`config.mk`:
```
export PLATFORM = sky130hd
export DESIGN_NAME = manager
export DESIGN_NICKNAME = d
export VERILOG_FILES = /design/src/rtl/manager_pkg.sv /design/src/rtl/manager_user.sv /design/src/rtl/manager.sv
export SDC_FILE = /design/constraint.sdc
export NUM_CORES = 1
export LEC_CHECK = 0
export CORE_MARGIN = 1.5
export CORE_UTILIZATION = 40
export DETAILED_ROUTE_END_ITERATION = 10
export GPL_ROUTABILITY_DRIVEN = 1
export HOLD_SLACK_MARGIN = 0.08
export SYNTH_ARGS = -nofsm -noshare
export SYNTH_HDL_FRONTEND = slang
export SYNTH_SLANG_ARGS = --single-unit
```
`constraint.sdc`:
```
create_clock -name clk -period 22.9 [get_ports clk]
set_input_delay 5.725 -clock clk [delete_from_list [all_inputs] [get_ports clk]]
set_output_delay 5.725 -clock clk [all_outputs]
set_load 0.01 [all_outputs]
```
`src/rtl/manager_pkg.sv`:
```
// Shared constants for the elevator access manager.
// Key codes, state codes, empty-entry marker and default user table contents.
package manager_pkg;

    localparam logic [3:0]  KEY_STAR   = 4'hA;
    localparam logic [3:0]  KEY_HASH   = 4'hB;

    localparam logic [15:0] EMPTY_PASS = 16'hFFFF;
    localparam int          ROOT_USER  = 1;
    localparam logic [15:0] ROOT_PASS  = 16'h1111;
    localparam logic        ROOT_ADMIN = 1'b1;

    typedef enum logic [7:0] {
        IDLE       = 8'h00,
        GET_USER   = 8'h01,
        CHECK_USER = 8'h02,
        USER_OK    = 8'h03,
        GET_PASS   = 8'h04,
        CHECK_PASS = 8'h05,
        ADMIN      = 8'h06,
        A_USER     = 8'h07,
        A_PASS     = 8'h08,
        A_WRITE    = 8'h09
    } state_t;

    // X or any code above 9 is not a digit.
    function automatic logic is_digit(input logic [3:0] k);
        return (k <= 4'd9) === 1'b1;
    endfunction

endpackage

```
`src/rtl/manager_user.sv`:
```
// User table: NUM_USERS entries of {pass, count, admin, lock}.
// Async read at addr, sync per-field write on clk when cs and field rw are set;
// rst reloads the default contents (only entry ROOT_USER is populated).
// Ports: clk, rst, cs, *_rw, addr, *_in (write data), *_out (read data).
module user_ram
    import manager_pkg::*;
#(
    parameter int NUM_USERS = 10
) (
    input  logic        clk,
    input  logic        rst,
    input  logic        cs,
    input  logic        pass_rw,
    input  logic        count_rw,
    input  logic        admin_rw,
    input  logic        lock_rw,
    input  logic [11:0] addr,
    input  logic [15:0] pass_in,
    input  logic [3:0]  count_in,
    input  logic        admin_in,
    input  logic        lock_in,
    output logic [15:0] pass_out,
    output logic [3:0]  count_out,
    output logic        admin_out,
    output logic        lock_out
);

    localparam int AW = $clog2(NUM_USERS);

    logic [15:0] pass_mem  [NUM_USERS];
    logic [3:0]  count_mem [NUM_USERS];
    logic        admin_mem [NUM_USERS];
    logic        lock_mem  [NUM_USERS];

    logic          valid;
    logic [AW-1:0] idx;

    // Usernames are BCD, so only 000..(NUM_USERS-1) map to a slot.
    assign valid = (addr[11:4] == 8'd0) &&
                   ({28'd0, addr[3:0]} < NUM_USERS);
    assign idx   = addr[AW-1:0];

    always_comb begin
        pass_out  = EMPTY_PASS;
        count_out = 4'd0;
        admin_out = 1'b0;
        lock_out  = 1'b0;
        if (valid) begin
            pass_out  = pass_mem[idx];
            count_out = count_mem[idx];
            admin_out = admin_mem[idx];
            lock_out  = lock_mem[idx];
        end
    end

    always_ff @(posedge clk or posedge rst) begin
        if (rst) begin
            for (int i = 0; i < NUM_USERS; i++) begin
                pass_mem[i]  <= (i == ROOT_USER) ? ROOT_PASS : EMPTY_PASS;
                count_mem[i] <= 4'd0;
                admin_mem[i] <= (i == ROOT_USER) ? ROOT_ADMIN : 1'b0;
                lock_mem[i]  <= 1'b0;
            end
        end else if (cs && valid) begin
            if (pass_rw)  pass_mem[idx]  <= pass_in;
            if (count_rw) count_mem[idx] <= count_in;
            if (admin_rw) admin_mem[idx] <= admin_in;
            if (lock_rw)  lock_mem[idx]  <= lock_in;
        end
    end

endmodule

```
`src/rtl/manager.sv`:
```
// Keypad-driven elevator access manager with login, lockout and admin user entry.
// Ports: in (key), state/prev_state, saved_username/password, user-table mirror, enable.
module manager
    import manager_pkg::*;
#(
    parameter int MAX_TRIES = 3,
    parameter int NUM_USERS = 10
) (
    input  logic [3:0]  in,
    output logic [7:0]  state,
    output logic [7:0]  prev_state,
    output logic [11:0] saved_username,
    output logic [15:0] saved_password,
    output logic        cs,
    output logic        pass_rw,
    output logic        admin_rw,
    output logic        lock_rw,
    output logic        count_rw,
    output logic        ram_rst,
    output logic [11:0] addr,
    output logic [15:0] pass_in,
    output logic [3:0]  count_in,
    output logic        admin_in,
    output logic        lock_in,
    output logic [15:0] pass_out,
    output logic [3:0]  count_out,
    output logic        admin_out,
    output logic        lock_out,
    output logic        enable,
    input  logic        clk,
    input  logic        rst
);

    state_t      cur, nxt, prv;
    logic [11:0] user_q, user_d;
    logic [15:0] pass_q, pass_d;
    logic [2:0]  cnt_q, cnt_d;

    logic        digit, star, hash;
    logic        user_missing, pass_match, lock_now;
    logic [3:0]  tries;

    assign digit = is_digit(in);
    assign star  = (in == KEY_STAR);
    assign hash  = (in == KEY_HASH);

    assign state          = cur;
    assign prev_state     = prv;
    assign saved_username = user_q;
    assign saved_password = pass_q;
    assign addr           = user_q;
    assign ram_rst        = rst;

    assign user_missing = (addr[11:4] != 8'd0) ||
                          ({28'd0, addr[3:0]} >= NUM_USERS) ||
                          (pass_out == EMPTY_PASS);
    assign pass_match   = (pass_out == pass_q);
    assign tries        = count_out + 4'd1;
    assign lock_now     = ({28'd0, tries} >= MAX_TRIES);

    always_comb begin
        nxt      = cur;
        user_d   = user_q;
        pass_d   = pass_q;
        cnt_d    = cnt_q;
        cs       = 1'b0;
        pass_rw  = 1'b0;
        admin_rw = 1'b0;
        lock_rw  = 1'b0;
        count_rw = 1'b0;
        pass_in  = 16'd0;
        count_in = 4'd0;
        admin_in = 1'b0;
        lock_in  = 1'b0;
        enable   = 1'b0;
        unique case (cur)
            IDLE: begin
                if (star) begin
                    nxt    = GET_USER;
                    user_d = 12'd0;
                    cnt_d  = 3'd0;
                end
            end
            GET_USER, A_USER: begin
                if (digit) begin
                    user_d = {user_q[7:0], in};
                    cnt_d  = cnt_q + 3'd1;
                    if (cnt_q == 3'd2) begin
                        cnt_d = 3'd0;
                        if (cur == GET_USER) begin
                            nxt = CHECK_USER;
                        end else begin
                            nxt    = A_PASS;
                            pass_d = 16'd0;
                        end
                    end
                end else if (hash) begin
                    nxt = (cur == GET_USER) ? IDLE : ADMIN;
                end
            end
            GET_PASS, A_PASS: begin
                if (digit) begin
                    pass_d = {pass_q[11:0], in};
                    cnt_d  = cnt_q + 3'd1;
                    if (cnt_q == 3'd3) begin
                        cnt_d = 3'd0;
                        nxt   = (cur == GET_PASS) ? CHECK_PASS : A_WRITE;
                    end
                end else if (hash) begin
                    nxt = (cur == GET_PASS) ? USER_OK : ADMIN;
                end
            end
            CHECK_USER: begin
                cs  = 1'b1;
                nxt = (user_missing || lock_out) ? IDLE : USER_OK;
            end
            USER_OK: begin
                enable = 1'b1;
                if (star) begin
                    nxt    = GET_PASS;
                    pass_d = 16'd0;
                    cnt_d  = 3'd0;
                end else if (hash) begin
                    nxt = IDLE;
                end
            end
            CHECK_PASS: begin
                cs = 1'b1;
                if (pass_match) begin
                    if (admin_out) begin
                        count_rw = 1'b1;
                        nxt      = ADMIN;
                    end else begin
                        nxt = USER_OK;
                    end
                end else begin
                    count_rw = 1'b1;
                    count_in = tries;
                    if (lock_now) begin
                        lock_rw = 1'b1;
                        lock_in = 1'b1;
                        nxt     = IDLE;
                    end else begin
                        nxt = USER_OK;
                    end
                end
            end
            ADMIN: begin
                enable = 1'b1;
                if (star) begin
                    nxt    = A_USER;
                    user_d = 12'd0;
                    cnt_d  = 3'd0;
                end else if (hash) begin
                    nxt = IDLE;
                end
            end
            A_WRITE: begin
                // Creates or overwrites the entry as a plain unlocked user.
                cs       = 1'b1;
                pass_rw  = 1'b1;
                admin_rw = 1'b1;
                lock_rw  = 1'b1;
                count_rw = 1'b1;
                pass_in  = pass_q;
                nxt      = ADMIN;
            end
            default: nxt = IDLE;
        endcase
    end

    always_ff @(posedge clk or posedge rst) begin
        if (rst) begin
            cur    <= IDLE;
            prv    <= IDLE;
            user_q <= 12'd0;
            pass_q <= 16'd0;
            cnt_q  <= 3'd0;
        end else begin
            cur    <= nxt;
            prv    <= cur;
            user_q <= user_d;
            pass_q <= pass_d;
            cnt_q  <= cnt_d;
        end
    end

    user_ram #(
        .NUM_USERS(NUM_USERS)
    ) u_ram (
        .clk      (clk),
        .rst      (ram_rst),
        .cs       (cs),
        .pass_rw  (pass_rw),
        .count_rw (count_rw),
        .admin_rw (admin_rw),
        .lock_rw  (lock_rw),
        .addr     (addr),
        .pass_in  (pass_in),
        .count_in (count_in),
        .admin_in (admin_in),
        .lock_in  (lock_in),
        .pass_out (pass_out),
        .count_out(count_out),
        .admin_out(admin_out),
        .lock_out (lock_out)
    );

endmodule

```
==> out/metrics.csv, run 1 <==
metric;value;unit
seqCellArea;6870;um2
fin_worst_hold_slack;0.383;ns
top_layer;met4;
hold_buffers;0;
met2_wirelength;17.4;mm
crit_path_frequent_cell;clkdlybuf4s50_1;
root_buffer;clkbuf_16;
p_leak;6.52;nW
die_area;35600;um2
clk_pin_slew;0.05;ns
dr_wl_met3;1.25;mm
drt-met1-wl;17.2;mm
critPathTopFamily;buffers and inverters;
max_freq;0.0793;GHz
finClkSkew;0.0175;ns
cts-buffers-inserted;30;
multiInputGateArea;6260;um2
synth-edff-count;0;
routed_via_density;5.56;
synth-seq-area-share;0.499;
rr_worst_depth;10;
placedCellCount;1660;
yosys_warnings;0;
period_share;0.550;
post_cts_buffers;0;
rsz0062_at_grt;no;
netlist_area;13800;um2
area_delta_synth_final;16.7;%
postRouteAntennaNets;0;
r2r_end;u_ram.lock_mem[4];
ir_worst_vdd;0.0560;mV
start_kind;primary input;
fillers;3095;
worstReg2RegStart;addr[1];
routabilityCongestion;0.824;
r2r_slack;17.85;ns
min-delay-start;state[6];
power;0.00107;W
maxCapViolations;0;
worstPathArrival;6.88;ns
grt.total_usage;0.206;
path_cells;clkdlybuf4s50_1, clkdlybuf4s50_1;
clock_sinks;267;
cts_tree;built;
synth_flop_cell;dfstp_2;
clkLatencyLatePin;0.56;ns
io_pins;113;
totalNegativeSetupSlack;0;ns
wl;36.5;mm
htreeDepth;1;
power_density;66.4;nW/um2
syn_avg_cell_area;11.6;um2
relSlewSlack;0.184;
antenna_found_initial;1;
layout-drive-gt1-share;0.331;
grt_pass1_vias;9517;
hpwl;22.6;mm
dr.pass1.iters;5;
cp_slowest_cell;clkdlybuf4s50_1;
synth-seq-cells;267;
io_buffers;111;
critPathKind;in -> out;
netlist_instances;1183;
nets;1261;
grt_max_degree;135;
slowest_delay;0.58;ns
cp_max_fo;2;
crit_buf_inv;2;
setup_violations;0;
drc;0;
ys_async_sr_fraction;1.00;
synthDistinctLibCells;65;
outcome;completed;
grt-ovfl-total;0;
die_width;189;um
vias;9548;
end_kind;primary output;
num_rows;67;
die_h;189;um
final_cells;1716;
whs_path_depth;0;
ctsResizeCount;0;
drt_iter0_drc;604;
worst_slew_pin_slew;1.22;ns
worst_ep_required_time;17.18;ns
start_util;0.409;
ctsLongestPathBuffers;3;
grt_pass1_wl;57.2;mm
slew_violations;0;
finalHoldViolations;0;
routedWlPerCell;21.3;um
hold_path_end;prev_state[6];
period_needed;12.60;ns
hold_path_class;reg -> reg;
core;33700;um2
cells in the mapped netlist (4+ instances only):
| cell type | instances | area, um2 |
|---|---|---|
| a21oi_1 | 6 | 30.0 |
| a221oi_1 | 4 | 35.0 |
| a22o_1 | 4 | 35.0 |
| a22oi_1 | 4 | 30.0 |
| a2bb2oi_1 | 4 | 35.0 |
| a31oi_1 | 15 | 93.8 |
| and2_1 | 26 | 163 |
| and3_1 | 6 | 37.5 |
| buf_1 | 4 | 15.0 |
| buf_2 | 20 | 100 |
| buf_4 | 24 | 180 |
| buf_6 | 8 | 90.1 |
| clkbuf_1 | 49 | 184 |
| dfrtp_1 | 118 | 2950 |
| dfstp_2 | 149 | 3920 |
| ha_1 | 11 | 138 |
| inv_1 | 29 | 109 |
| mux2_2 | 161 | 1810 |
| mux2i_1 | 87 | 871 |
| mux4_2 | 10 | 225 |
| nand2_1 | 125 | 469 |
| nand3_1 | 37 | 185 |
| nand3b_1 | 4 | 30.0 |
| nor2_1 | 41 | 154 |
| nor2b_1 | 14 | 87.6 |
| nor3_1 | 15 | 75.1 |
| nor4_1 | 7 | 43.8 |
| nor4_2 | 12 | 150 |
| nor4b_1 | 6 | 52.6 |
| o21ai_0 | 41 | 205 |
| o21ai_1 | 5 | 25.0 |
| o22a_1 | 5 | 43.8 |
| o22ai_1 | 34 | 213 |
| o2bb2ai_1 | 28 | 245 |
| o31ai_4 | 8 | 170 |
| xnor2_1 | 15 | 131 |
| xor2_1 | 4 | 35.0 |
flip-flops by register name, indices dropped and copies added, names as in the netlist:
name             flops
u_ram.lock_mem      10
state                8
u_ram.count_mem     40
prev_state           8
u_ram.pass_mem     160
u_ram.admin_mem     10
addr                12
saved_password      16
cnt_q                3
cell type report:
class                   instances  area share
diodes                          1    0.000156
clock inverters                11     0.00918
well taps                     448      0.0349
clock buffers                  44      0.0537
repair buffers                130      0.0780
flip-flops and latches        267       0.428
multi-input cells             786       0.389
inverters                      29     0.00724
worst max path at each step:
| stage | cells after the start | startpoint | to |
|---|---|---|---|
| after floorplan | 1 | rst | addr[0] |
| after global placement | 2 | rst | ram_rst |
| after CTS | 2 | rst | ram_rst |
| final | 2 | rst | ram_rst |
| after global routing | 2 | rst | ram_rst |
| after detailed placement | 2 | rst | ram_rst |
per-layer routing:
layer  vias up  track usage
li1       4361            -
met1      4925        0.298
met2       220        0.331
met3        42       0.0218
met4         0       0.0470
met5         -            0
placed cells by master, fill, tap and decap left out, types with 19 or more instances in the layout:
master             n
clkdlybuf4s50_1  111
nand3_1           37
buf_4             19
mux2_2           161
inv_1             28
nand2_1          125
nor2_1            41
and2_1            26
clkbuf_16         30
o22ai_1           34
o21ai_0           41
o2bb2ai_1         28
dfstp_2          149
mux2i_1           87
dfrtp_1          116
report_power, final:
part	internal (W)	switching, W	total, W
clock	0.000294	0.000194	0.000488
sequential	0.000476	0.00000664	0.000482
combinational	0.0000299	0.0000667	0.0000966
kinds of logic after synthesis:
family / Yosys count / share of synthesized area
flip-flops: 267 / 0.499
AO/OA/AOI/OAI: 177 / 0.0971
multiplexers: 258 / 0.211
other: 1 / 0.000272
adder cells (fa/ha/maj): 12 / 0.0107
AND/OR/NAND/NOR: 315 / 0.121
XOR/XNOR: 19 / 0.0121
buffers and inverters: 134 / 0.0492
metrics by stage:
step	setup slack (ns)	util	instance area, um2
floorplan	10.07	-	13800
global placement	10.27	0.447	15100
detailed placement	10.29	0.447	15100
CTS	10.29	0.477	16100
global route	10.27	0.477	16100
finish	10.30	0.477	16100
(Power assumes the default switching activity.)
==> run 2: changes to the inputs <==
==> constraint.sdc (replaced) <==
create_clock -name clk -period 12.2 [get_ports clk]
set_input_delay 3.05 -clock clk [delete_from_list [all_inputs] [get_ports clk]]
set_output_delay 3.05 -clock clk [all_outputs]
set_load 0.01 [all_outputs]
==> run 2 against run 1 <==
Effect of this change: non-clock buffer count grew 1; first-iteration DRC count shrank 13%; global-route usage up 0.36 points; cell count is essentially flat; combinational power increased by 83%; die area unchanged; via count increased by 0.41%; power increased by 85%; highest routed layer unchanged.
==> out/metrics.csv, run 2 (synthesis results as in run 1) <==
metric;value;unit;change
outcome;completed;;
top_register;u_ram.pass_mem;;
period_needed;8.76;ns;
core;33700;um2;unchanged
drc;0;;unchanged
clock_sinks;267;;unchanged
largest_reg_flops;160;;unchanged
drt_iter0_drc;523;;-13%
layout_common_cells;mux2_2 (161), dfstp_2 (149), nand2_1 (125), dfrtp_1 (116), clkdlybuf4s50_1 (111);;
cts_tree;built;;
post_cts_buffers;0;;unchanged
end_kind;primary output;;
die_h;189;um;unchanged
dr.pass1.iters;5;;unchanged
ctsLongestPathBuffers;3;;unchanged
routabilityCongestion;0.869;;+5.4%
finalHoldViolations;0;;unchanged
layout-drive-gt1-share;0.327;;-0.00367
hold_path_class;reg -> reg;;
fin_worst_hold_slack;0.389;ns;+0.00518 ns
wl;37.2;mm;+2.0%
worst_slew_pin_slew;1.18;ns;-0.0424 ns
start_kind;flop;;
clk_pin_slew;0.06;ns;about the same
final_common_cell;mux2_2;;
antenna_found_initial;0;;-1
grt_max_degree;127;;-5.9%
antenna_cells;0;;-1
num_rows;67;;unchanged
grt-ovfl-total;0;;unchanged
finClkSkew;0.0243;ns;+0.00680 ns
io_pins;113;;unchanged
fin_area;16100;um2;-0.11%
relSlewSlack;0.212;;+0.0283
routedWlPerCell;21.7;um;+2.0%
die_width;189;um;unchanged
power_density;123;nW/um2;+86%
worstPathArrival;5.71;ns;-1.17 ns
die_area;35600;um2;unchanged
clkLatencyLatePin;0.56;ns;about the same
setup_violations;0;;unchanged
postRouteAntennaNets;0;;unchanged
routed_via_density;5.58;;+0.35%
p_leak;6.51;nW;-0.16%
max_freq;0.114;GHz;
nets;1262;;+0.079%
cts-buffers-inserted;30;;unchanged
dpl_cell_area;15100;um2;about the same
grt.total_usage;0.209;;+0.00356
root_buffer;clkbuf_16;;
worst_ep_required_time;9.15;ns;-8.03 ns
hold_buffers;0;;unchanged
totalNegativeSetupSlack;0;ns;unchanged
start_util;0.409;;unchanged
htreeDepth;1;;unchanged
hpwl;24.0;mm;+5.9%
rsz0062_at_grt;no;;
critPathKind;reg -> out;;
area_delta_synth_final;16.6;%;
period_share;0.718;;
grt_pass1_wl;57.9;mm;+1.2%
ir_worst_vdd;0.107;mV;+91%
grt_pass1_vias;9624;;+1.1%
io_buffers;111;;unchanged
slew_violations;0;;unchanged
cp_max_fo;48;;+46
vias;9587;;+0.41%
ctsResizeCount;0;;unchanged
maxCapViolations;0;;unchanged
[run 2: cell count changes in the layout (fill, tap and decap cells not counted)]
| cell | previous run | this run |
|---|---|---|
| bufinv_16 | 3 | 2 |
| clkbuf_1 | 8 | 13 |
| clkinv_1 | 0 | 1 |
| inv_6 | 1 | 0 |
| buf_4 | 19 | 20 |
| clkbuf_8 | 6 | 7 |
| diode_2 | 1 | 0 |
| clkinv_2 | 5 | 1 |
[run 2: through the flow]
step | cells | power [W] | setup slack (ns) | util
finish | 1717 | 0.00198 | 3.44 | 0.477
global route | 1717 | 0.00204 | 3.05 | 0.477
CTS | 1717 | 0.00200 | 3.49 | 0.477
detailed placement | 1661 | 0.00110 | 4.09 | 0.447
global placement | 1661 | 0.00109 | 4.21 | 0.447
floorplan | 1187 | 0.00104 | 2.04 | -
[run 2: worst paths after layout]
kind / start / end / slack (ns) / cells past startpoint
min in group asynchronous: rst / prev_state[6] / 3.09 / 2
max in group asynchronous: rst / addr[1] / 7.45 / 3
worst max-delay path: addr[1] / count_in[3] / 3.44 / 10
worst max register to register: addr[1] / u_ram.count_mem[31] / 7.34 / 9
worst min register to register: state[6] / prev_state[6] / 0.39 / 0
worst min-delay path: state[6] / prev_state[6] / 0.39 / 0
[run 2: final cells by class]
class | instances | area (um2)
well taps | 448 | 561
repair buffers | 131 | 1260
inverters | 29 | 116
flip-flops and latches | 267 | 6870
clock buffers | 50 | 896
clock inverters | 6 | 92.6
multi-input cells | 786 | 6260
fillers | 3170 | 17600
[run 2: metal layers]
metal  up-vias  share of wire  track usage  wire length, um
li1       4365              -            -                -
met1      4940           0.47        0.295            17400
met2       212           0.47        0.340            17500
met3        70          0.035       0.0261             1310
met4         0          0.026       0.0568              967
met5         -              0            0                0
[run 2: critical path, stage by stage, from the launching register on]
cell and delay [ns]:
dfrtp_4 0.79, o21ai_1 0.31, nand3_2 0.66, nor4_1 0.94, xnor2_1 0.15, nor4_2 0.37, o2111ai_2 0.17, buf_4 0.27
o2111ai_1 0.78, inv_1 0.17, clkdlybuf4s50_1 0.52
[run 2: power breakdown]
group          internal, W  switching, W  leakage, nW
Sequential        0.000893     0.0000135         3.15
Combinational    0.0000544      0.000123         2.88
Clock             0.000540      0.000355        0.476
